--- src/rtl/drm_arb_ctrl_if.sv ---
// Client-side bus of drm_arb_ctrl: two request channels, their read responses
// and the clear-done flag. master = client engines, slave = arbiter.
interface drm_arb_ctrl_if #(
    parameter int ADDR_WIDTH = 12,
    parameter int DATA_WIDTH = 32
);
    logic                  req0_valid;
    logic                  req0_we;
    logic [ADDR_WIDTH-1:0] req0_addr;
    logic [DATA_WIDTH-1:0] req0_wdata;
    logic                  req0_ready;

    logic                  req1_valid;
    logic                  req1_we;
    logic [ADDR_WIDTH-1:0] req1_addr;
    logic [DATA_WIDTH-1:0] req1_wdata;
    logic                  req1_ready;

    logic                  rsp0_valid;
    logic                  rsp1_valid;
    logic [DATA_WIDTH-1:0] rsp_rdata;
    logic                  init_done;

    modport master (
        output req0_valid, req0_we, req0_addr, req0_wdata,
        output req1_valid, req1_we, req1_addr, req1_wdata,
        input  req0_ready, req1_ready,
        input  rsp0_valid, rsp1_valid, rsp_rdata, init_done
    );

    modport slave (
        input  req0_valid, req0_we, req0_addr, req0_wdata,
        input  req1_valid, req1_we, req1_addr, req1_wdata,
        output req0_ready, req1_ready,
        output rsp0_valid, rsp1_valid, rsp_rdata, init_done
    );
endinterface

--- src/rtl/drm_arb_ctrl.sv ---
// Round-robin two-requester arbiter for a simple dual-port block RAM with
// 1-cycle read latency; clears the RAM after reset before accepting requests.
module drm_arb_ctrl #(
    parameter int                    ADDR_WIDTH = 12,
    parameter int                    DATA_WIDTH = 32,
    parameter bit                    INIT_CLEAR = 1'b1,
    parameter logic [DATA_WIDTH-1:0] INIT_VALUE = '0
) (
    input  logic                  clk,
    input  logic                  rst_n,
    drm_arb_ctrl_if.slave         bus,
    output logic                  ram_wr_en,
    output logic [ADDR_WIDTH-1:0] ram_wr_addr,
    output logic [DATA_WIDTH-1:0] ram_wr_data,
    output logic [ADDR_WIDTH-1:0] ram_rd_addr,
    input  logic [DATA_WIDTH-1:0] ram_rd_data,
    output logic                  ram_rst
);

    typedef enum logic {
        ST_INIT,
        ST_RUN
    } state_e;

    localparam state_e                RESET_STATE = INIT_CLEAR ? ST_INIT : ST_RUN;
    localparam logic [ADDR_WIDTH-1:0] LAST_ADDR   = '1;

    state_e                state_q, state_d;
    logic [ADDR_WIDTH-1:0] clr_cnt_q, clr_cnt_d;
    logic [ADDR_WIDTH-1:0] rd_addr_q;
    logic                  last_grant_q;   // 1 = requester 1 won the most recent grant
    logic                  rsp0_q, rsp1_q;
    logic                  grant0, grant1;

    // NOTE: every signal driven here gets a default before the case statement,
    // so no path leaves one unassigned and no latch is inferred.
    always_comb begin
        state_d     = state_q;
        clr_cnt_d   = clr_cnt_q;
        grant0      = 1'b0;
        grant1      = 1'b0;
        ram_wr_en   = 1'b0;
        ram_wr_addr = '0;
        ram_wr_data = '0;
        ram_rd_addr = rd_addr_q;

        // Gating on rst_n keeps the RAM write port quiet while reset is held.
        if (rst_n) begin
            unique case (state_q)
                ST_INIT: begin
                    ram_wr_en   = 1'b1;
                    ram_wr_addr = clr_cnt_q;
                    ram_wr_data = INIT_VALUE;
                    clr_cnt_d   = clr_cnt_q + 1'b1;
                    if (clr_cnt_q == LAST_ADDR) begin
                        state_d = ST_RUN;
                    end
                end
                ST_RUN: begin
                    grant0 = bus.req0_valid && (!bus.req1_valid || last_grant_q);
                    grant1 = bus.req1_valid && (!bus.req0_valid || !last_grant_q);
                    if (grant0) begin
                        if (bus.req0_we) begin
                            ram_wr_en   = 1'b1;
                            ram_wr_addr = bus.req0_addr;
                            ram_wr_data = bus.req0_wdata;
                        end else begin
                            ram_rd_addr = bus.req0_addr;
                        end
                    end
                    if (grant1) begin
                        if (bus.req1_we) begin
                            ram_wr_en   = 1'b1;
                            ram_wr_addr = bus.req1_addr;
                            ram_wr_data = bus.req1_wdata;
                        end else begin
                            ram_rd_addr = bus.req1_addr;
                        end
                    end
                end
                default: state_d = RESET_STATE;
            endcase
        end
    end

    // NOTE: state registers use non-blocking assignments so every flop samples
    // the pre-edge values regardless of evaluation order.
    always_ff @(posedge clk or negedge rst_n) begin
        if (!rst_n) begin
            state_q      <= RESET_STATE;
            clr_cnt_q    <= '0;
            last_grant_q <= 1'b1;
            rd_addr_q    <= '0;
            rsp0_q       <= 1'b0;
            rsp1_q       <= 1'b0;
        end else begin
            state_q   <= state_d;
            clr_cnt_q <= clr_cnt_d;
            rd_addr_q <= ram_rd_addr;
            if (grant0 || grant1) begin
                last_grant_q <= grant1;
            end
            rsp0_q <= grant0 && !bus.req0_we;
            rsp1_q <= grant1 && !bus.req1_we;
        end
    end

    // RAM output is unregistered, so read data arrives with the response pulse.
    assign bus.req0_ready = grant0;
    assign bus.req1_ready = grant1;
    assign bus.rsp0_valid = rsp0_q;
    assign bus.rsp1_valid = rsp1_q;
    assign bus.rsp_rdata  = ram_rd_data;
    assign bus.init_done  = (state_q == ST_RUN);
    assign ram_rst        = ~rst_n;

endmodule

--- src/flat_wrapper.sv ---
// flat-port wrapper written by rule: the top's interface ports become plain ports
module drm_arb_ctrl_flat 
#(
    parameter int                    ADDR_WIDTH = 12,
    parameter int                    DATA_WIDTH = 32,
    parameter bit                    INIT_CLEAR = 1'b1,
    parameter logic [DATA_WIDTH-1:0] INIT_VALUE = '0
)
  (clk, rst_n, ram_wr_en, ram_wr_addr, ram_wr_data, ram_rd_addr, ram_rd_data, ram_rst, bus_req0_valid, bus_req0_we, bus_req0_addr, bus_req0_wdata, bus_req1_valid, bus_req1_we, bus_req1_addr, bus_req1_wdata, bus_req0_ready, bus_req1_ready, bus_rsp0_valid, bus_rsp1_valid, bus_rsp_rdata, bus_init_done);
  drm_arb_ctrl_if #(.ADDR_WIDTH(ADDR_WIDTH), .DATA_WIDTH(DATA_WIDTH)) bus_i ();
  input  logic clk;
  input  logic rst_n;
  output logic ram_wr_en;
  output logic [ADDR_WIDTH-1:0] ram_wr_addr;
  output logic [DATA_WIDTH-1:0] ram_wr_data;
  output logic [ADDR_WIDTH-1:0] ram_rd_addr;
  input  logic [DATA_WIDTH-1:0] ram_rd_data;
  output logic ram_rst;
  input wire logic [$bits(bus_i.req0_valid)-1:0] bus_req0_valid;
  input wire logic [$bits(bus_i.req0_we)-1:0] bus_req0_we;
  input wire logic [$bits(bus_i.req0_addr)-1:0] bus_req0_addr;
  input wire logic [$bits(bus_i.req0_wdata)-1:0] bus_req0_wdata;
  input wire logic [$bits(bus_i.req1_valid)-1:0] bus_req1_valid;
  input wire logic [$bits(bus_i.req1_we)-1:0] bus_req1_we;
  input wire logic [$bits(bus_i.req1_addr)-1:0] bus_req1_addr;
  input wire logic [$bits(bus_i.req1_wdata)-1:0] bus_req1_wdata;
  output wire logic [$bits(bus_i.req0_ready)-1:0] bus_req0_ready;
  output wire logic [$bits(bus_i.req1_ready)-1:0] bus_req1_ready;
  output wire logic [$bits(bus_i.rsp0_valid)-1:0] bus_rsp0_valid;
  output wire logic [$bits(bus_i.rsp1_valid)-1:0] bus_rsp1_valid;
  output wire logic [$bits(bus_i.rsp_rdata)-1:0] bus_rsp_rdata;
  output wire logic [$bits(bus_i.init_done)-1:0] bus_init_done;
  assign bus_i.req0_valid = bus_req0_valid;
  assign bus_i.req0_we = bus_req0_we;
  assign bus_i.req0_addr = bus_req0_addr;
  assign bus_i.req0_wdata = bus_req0_wdata;
  assign bus_i.req1_valid = bus_req1_valid;
  assign bus_i.req1_we = bus_req1_we;
  assign bus_i.req1_addr = bus_req1_addr;
  assign bus_i.req1_wdata = bus_req1_wdata;
  assign bus_req0_ready = bus_i.req0_ready;
  assign bus_req1_ready = bus_i.req1_ready;
  assign bus_rsp0_valid = bus_i.rsp0_valid;
  assign bus_rsp1_valid = bus_i.rsp1_valid;
  assign bus_rsp_rdata = bus_i.rsp_rdata;
  assign bus_init_done = bus_i.init_done;
  drm_arb_ctrl #(.ADDR_WIDTH(ADDR_WIDTH), .DATA_WIDTH(DATA_WIDTH), .INIT_CLEAR(INIT_CLEAR), .INIT_VALUE(INIT_VALUE)) u_core (.clk(clk), .rst_n(rst_n), .bus(bus_i), .ram_wr_en(ram_wr_en), .ram_wr_addr(ram_wr_addr), .ram_wr_data(ram_wr_data), .ram_rd_addr(ram_rd_addr), .ram_rd_data(ram_rd_data), .ram_rst(ram_rst));
endmodule
--- config.mk ---
export PLATFORM = sky130hd
export DESIGN_NAME = drm_arb_ctrl_flat
export DESIGN_NICKNAME = d
export VERILOG_FILES = /design/src/rtl/drm_arb_ctrl_if.sv /design/src/rtl/drm_arb_ctrl.sv /design/src/flat_wrapper.sv
export SDC_FILE = /design/constraint.sdc
export NUM_CORES = 1
export LEC_CHECK = 0
export ABC_AREA = 1
export BUFFER_PORTS_ARGS = -buffer_cell sky130_fd_sc_hd__buf_2
export CELL_PAD_IN_SITES_DETAIL_PLACEMENT = 1
export CELL_PAD_IN_SITES_GLOBAL_PLACEMENT = 1
export CORE_ASPECT_RATIO = 1.25
export CORE_MARGIN = 8
export CORE_UTILIZATION = 26
export DETAILED_ROUTE_END_ITERATION = 12
export PLACE_DENSITY_LB_ADDON = 0.1
export REMOVE_ABC_BUFFERS = 1
export SLEW_MARGIN = 0
export SYNTH_ARGS = -nofsm -noshare
export SYNTH_HDL_FRONTEND = slang
export SYNTH_SLANG_ARGS = --single-unit
--- constraint.sdc ---
create_clock -name clk -period 2.97 [get_ports clk]
set_input_delay 0.4455 -clock clk [delete_from_list [all_inputs] [get_ports clk]]
set_output_delay 0.4455 -clock clk [all_outputs]
set_load 0.02 [all_outputs]
# After elaboration in Yosys (flattened, before gate mapping)
# Cells that the tools add are included.
# totals
ff_bits,28
latchBits,0
ram_bits,0
mem_bits_ro,0
output_inout_bits,95
elab_cells,53
mem_count,0
# op_classes
addsub,1
n_mul,0
div_mod_pow,0
magnitude_cmp,0
eq_ne,1
n_shift,0
mux,30
bitwise,2
reduce_logical,13
# ops
cell,count
$mux W32,5
$mux W12,11
$pmux W32 S2,1
$pmux W12 S2,1
$add A12 B1 Y12 const B,1
$eq A12 B12 Y1 const B,1
$mux W1,11
$logic_not A1 Y1,5
$logic_and A1 B1 Y1,4
$logic_or A1 B1 Y1,3
$not A1 Y1,2
$pmux W1 S2,1
$reduce_and A2 Y1,1

# Depth between registers and ports, before layout
# depth
depth_word,8
ltp_mapped,9
ltp_nobuf,8

# Least setup slack after synthesis
# No wires, ideal clock.
# synth_path
kind,register -> output
startpoint,reg u_core.last_grant_q
endpoint,out ram_wr_data[0]
arrival_ps,1434
setup_slack_ps,1091
stages_incl_launch_ff,8
cell_sequence,dfstp_2 > inv_1 > nand2_2 > nand2_2 > nor2_4 > buf_2 > nand2_1 > a21oi_1
# synth_via
elab_chain_len,7
word_cells_on_any_way,10
classes_between,mux: 5; reduce/logical: 5
# synth_rtl
element,line,source
"start, declared",drm_arb_ctrl.sv:31,logic last_grant_q;
"start signal, assigned",drm_arb_ctrl.sv:101,last_grant_q <= grant1;
$logic_or A1 B1 Y1,drm_arb_ctrl.sv:60,grant0 = bus.req0_valid && (!bus.req1_valid || last_grant_q);
$logic_and A1 B1 Y1,drm_arb_ctrl.sv:60,
$mux W32,drm_arb_ctrl.sv:62,if (grant0) begin
$mux W32,drm_arb_ctrl.sv:72,if (bus.req1_we) begin
$mux W32 *,drm_arb_ctrl.sv:71,if (grant1) begin
$pmux W32 S2 *,drm_arb_ctrl.sv:49,unique case (state_q)
$mux W32 *,drm_arb_ctrl.sv:48,if (rst_n) begin
"end, declared",flat_wrapper.sv:15,output logic [DATA_WIDTH-1:0] ram_wr_data;
# Mark *: on every way between the ends. The rest lies on a longest branch, timed or not.

# Final worst setup path
# layout_path
startpoint,reg u_core.last_grant_q
endpoint,out ram_wr_data[27]
# The elaborated chain is that of the path after synthesis.

==> impl.org <==
** STA
- Worst rel slew slack :: 67.2%
- Final Skew :: 3.16 ps
- Achievable Freq :: 0.390 GHz
- On the final layout, the worst hold slack is between 5 and 6 ps.
- The routed design could run at a clock period as short as approximately 2600 ps.
- Count of final hold-check violations :: 0
- Period utilization :: 86.2%
- For the pin with the worst max-slew slack, the measured transition is 492 ps.
- Setup repair after global routing left no endpoint under its margin.
- Setup total negative slack :: 0 ps
- Number of endpoints failing setup at the final stage :: 0
- The count of final max-slew check failures was 0.

** Clock network
- CTS saw 28 sinks.
- # hold bufs at CTS :: 0
- TritonCTS built the clock tree.
- The number of clock buffers added by TritonCTS is 3.
- For the worst-skew pair, the clock arrives at the later sink with an insertion delay of 270 ps.
- After clock tree synthesis, the repair step resized 0 gates.
- Buffers inserted during post-CTS setup optimization :: 0
- Maximum level of the CTS H-tree :: 1
- Bufs on Longest Clock Path :: 2
- Clk slew on worst S/H paths :: 80 ps
- CTS root buf :: sky130_fd_sc_hd__clkbuf_16

** Synth
- Share of synthesized area occupied by flip-flops and latches :: 26.0%
- Mapped Avg Cell Area :: between 5 and 6 um2
- Synthesis inferred 28 register bits.
- Synthesized instance count :: 460
- Syn. warnings :: 0
- Cell area after synthesis :: 2700 um2
- Number of distinct library cells after synthesis :: 25

** Global routing
- The number of antenna violations at the first check in global routing is 1.
- Global routing finished with a remaining overflow of 0.
- The number of global-route vias before repair came to approximately 3400.
- The first global-routing pass estimated 19100 um of wire.
- Total Routing Usage GR :: 17.6%
- Entering global routing, the biggest net connects 33 pins.

** Floorplanning
- Row count :: 41
- In this run the standard cell core region covers 10100 um2.
- The die covers 13900 um2.
- Chip Height :: 130 um
- about 220 I/O pins were placed.
- Once the floorplan was initialized, standard cells occupied 26.8% of the core.
- Die Wd :: 107 um

** Critical path
- Along the worst path, the maximum fanout reaches 32.
- Setup crit start kind :: flip-flop
- In this run the critical register-to-register path is launched from u_core.last_grant_q.
- Critical Path Source :: u_core.last_grant_q
- CP endpoint kind :: output pin
- The worst setup path is of the flip-flop to output pin kind.
- Worst endpoint data arrival time :: 2120 ps
- WP data required :: 2520 ps

** Run status
- The run finished with clean final reports.

** Finish
- Most frequent cells in the layout :: 205 x sky130_fd_sc_hd__nand2_1, 156 x sky130_fd_sc_hd__buf_2, 53 x sky130_fd_sc_hd__inv_1, 39 x sky130_fd_sc_hd__a21oi_1, 28 x sky130_fd_sc_hd__nand3_1
- Compared with the post-synthesis result, the final layout area differs by 27.1%.
- The finished cells cover 3440 um2.
- Total inserted antenna cells :: 0
- Final design utilization :: approximately 34%
- In the final layout, the share of cells above drive strength 1 is 31.5%.
- In the final design database the tool counted about 700 nets.
- The library cell used most frequently in the layout, excluding fill and tap cells, is sky130_fd_sc_hd__nand2_1.

** Placement
- Once detailed placement completed, the half-perimeter wirelength came to 10500 um.
- Summing all placed instances gives a cell area of 3350 um2.
- Global placer's final weighted congestion :: approximately 0.83
- I/O Buffers :: 156

** Detailed routing
- Routed wire length :: between 10000 and 15000 um
- Post-DR wirelength/cell :: 17.9 um
- The first TritonRoute pass finished after 4 iterations.
- Residual DRC count :: 0
- Antenna-violating nets left :: 0
- Vias per Instance :: 4.58
- The routed layout has approximately 3200 vias.
- DRC violation total after the first TritonRoute iteration :: 115

** Min path
- Min-Delay Path Class :: primary input to asynchronous set/reset pin

** Pwr
- The design draws 1260 uW.
- The worst-case IR drop observed on VDD is 0.000208 V.
- Dividing total power by cell area gives a power density of 366 nW/um2.
- In this run the static leakage power is approximately 0.0021 uW.

** Job
- The tool flagged a number of max-cap violations equal to 0.
## critical path, cell delays in order, from the launching register on
cell and delay (ps):
sky130_fd_sc_hd__dfstp_2 530, sky130_fd_sc_hd__inv_1 50, sky130_fd_sc_hd__nand2_2 80, sky130_fd_sc_hd__nand2_2 70
sky130_fd_sc_hd__nor2_4 350, sky130_fd_sc_hd__buf_12 240, sky130_fd_sc_hd__nand2_1 70, sky130_fd_sc_hd__a21oi_1 210
sky130_fd_sc_hd__buf_2 220
## state kept, by name, summed over array words and instances, names as in the netlist
signal                 count
u_core.bus.init_done       1
u_core.clr_cnt_q          12
u_core.last_grant_q        1
u_core.bus.rsp1_valid      1
u_core.bus.rsp0_valid      1
u_core.rd_addr_q          12
## routing by layer
metal	GRT usage (%)	wire length, um	vias up
met3	6.56	1340	7
li1	-	-	1586
met4	2.99	75	2
met2	28.9	5790	140
met1	21.4	5360	1492
met5	1.87	20	-
## cells in the mapped netlist, drive strengths merged
master / instances / share of area, %
a21oi: 39 / 7.2
buf: 47 / 13
clkbuf: 6 / 0.83
clkinv: 5 / 0.69
dfrtp: 27 / 25
dfstp: 1 / 0.97
ha: 1 / 0.46
inv: 55 / 7.8
nand2: 210 / 30
nand3: 28 / 5.2
nand4: 3 / 0.69
nor2: 22 / 4.0
nor3: 5 / 1.1
o21ai: 1 / 0.18
o22ai: 1 / 0.23
xor2: 9 / 2.9
## cell type report
type	count	area, um2
clock buffers	4	88.8
well taps	129	161
flip-flops and latches	28	702
inverters	60	230
fillers	1411	6670
multi-input cells	319	1400
repair buffers	164	853
## power by group
group          switching (uW)  internal, uW
logic                     306           165
registers                17.8           417
clock network             145           207
## stage by stage
step | cells | worst slack (ps)
floorplan | 407 | 258
detailed placement | 700 | 459
CTS | 704 | 346
global placement | 700 | 502
global route | 704 | 241
finish | 704 | 409
## final timing paths
path,cells past startpoint,endpoint,slack (ps)
min in group clk,2,u_core.rd_addr_q[2],510
max in group asynchronous,2,u_core.last_grant_q,2320
hold / removal,1,u_core.clr_cnt_q[9],5
setup / recovery,8,ram_wr_data[27],410
hold reg to reg,2,u_core.rd_addr_q[2],510
setup reg to reg,8,u_core.rd_addr_q[8],1220
## kinds of logic after synthesis
family | Yosys count | synth area share (%)
XOR/XNOR | 9 | 2.92
flip-flops | 28 | 26.0
adder cells (fa/ha/maj) | 1 | 0.463
buffers and inverters | 113 | 22.4
AND/OR/NAND/NOR | 268 | 40.7
AO/OA/AOI/OAI | 41 | 7.64
Power figures use the tool's default switching activity.
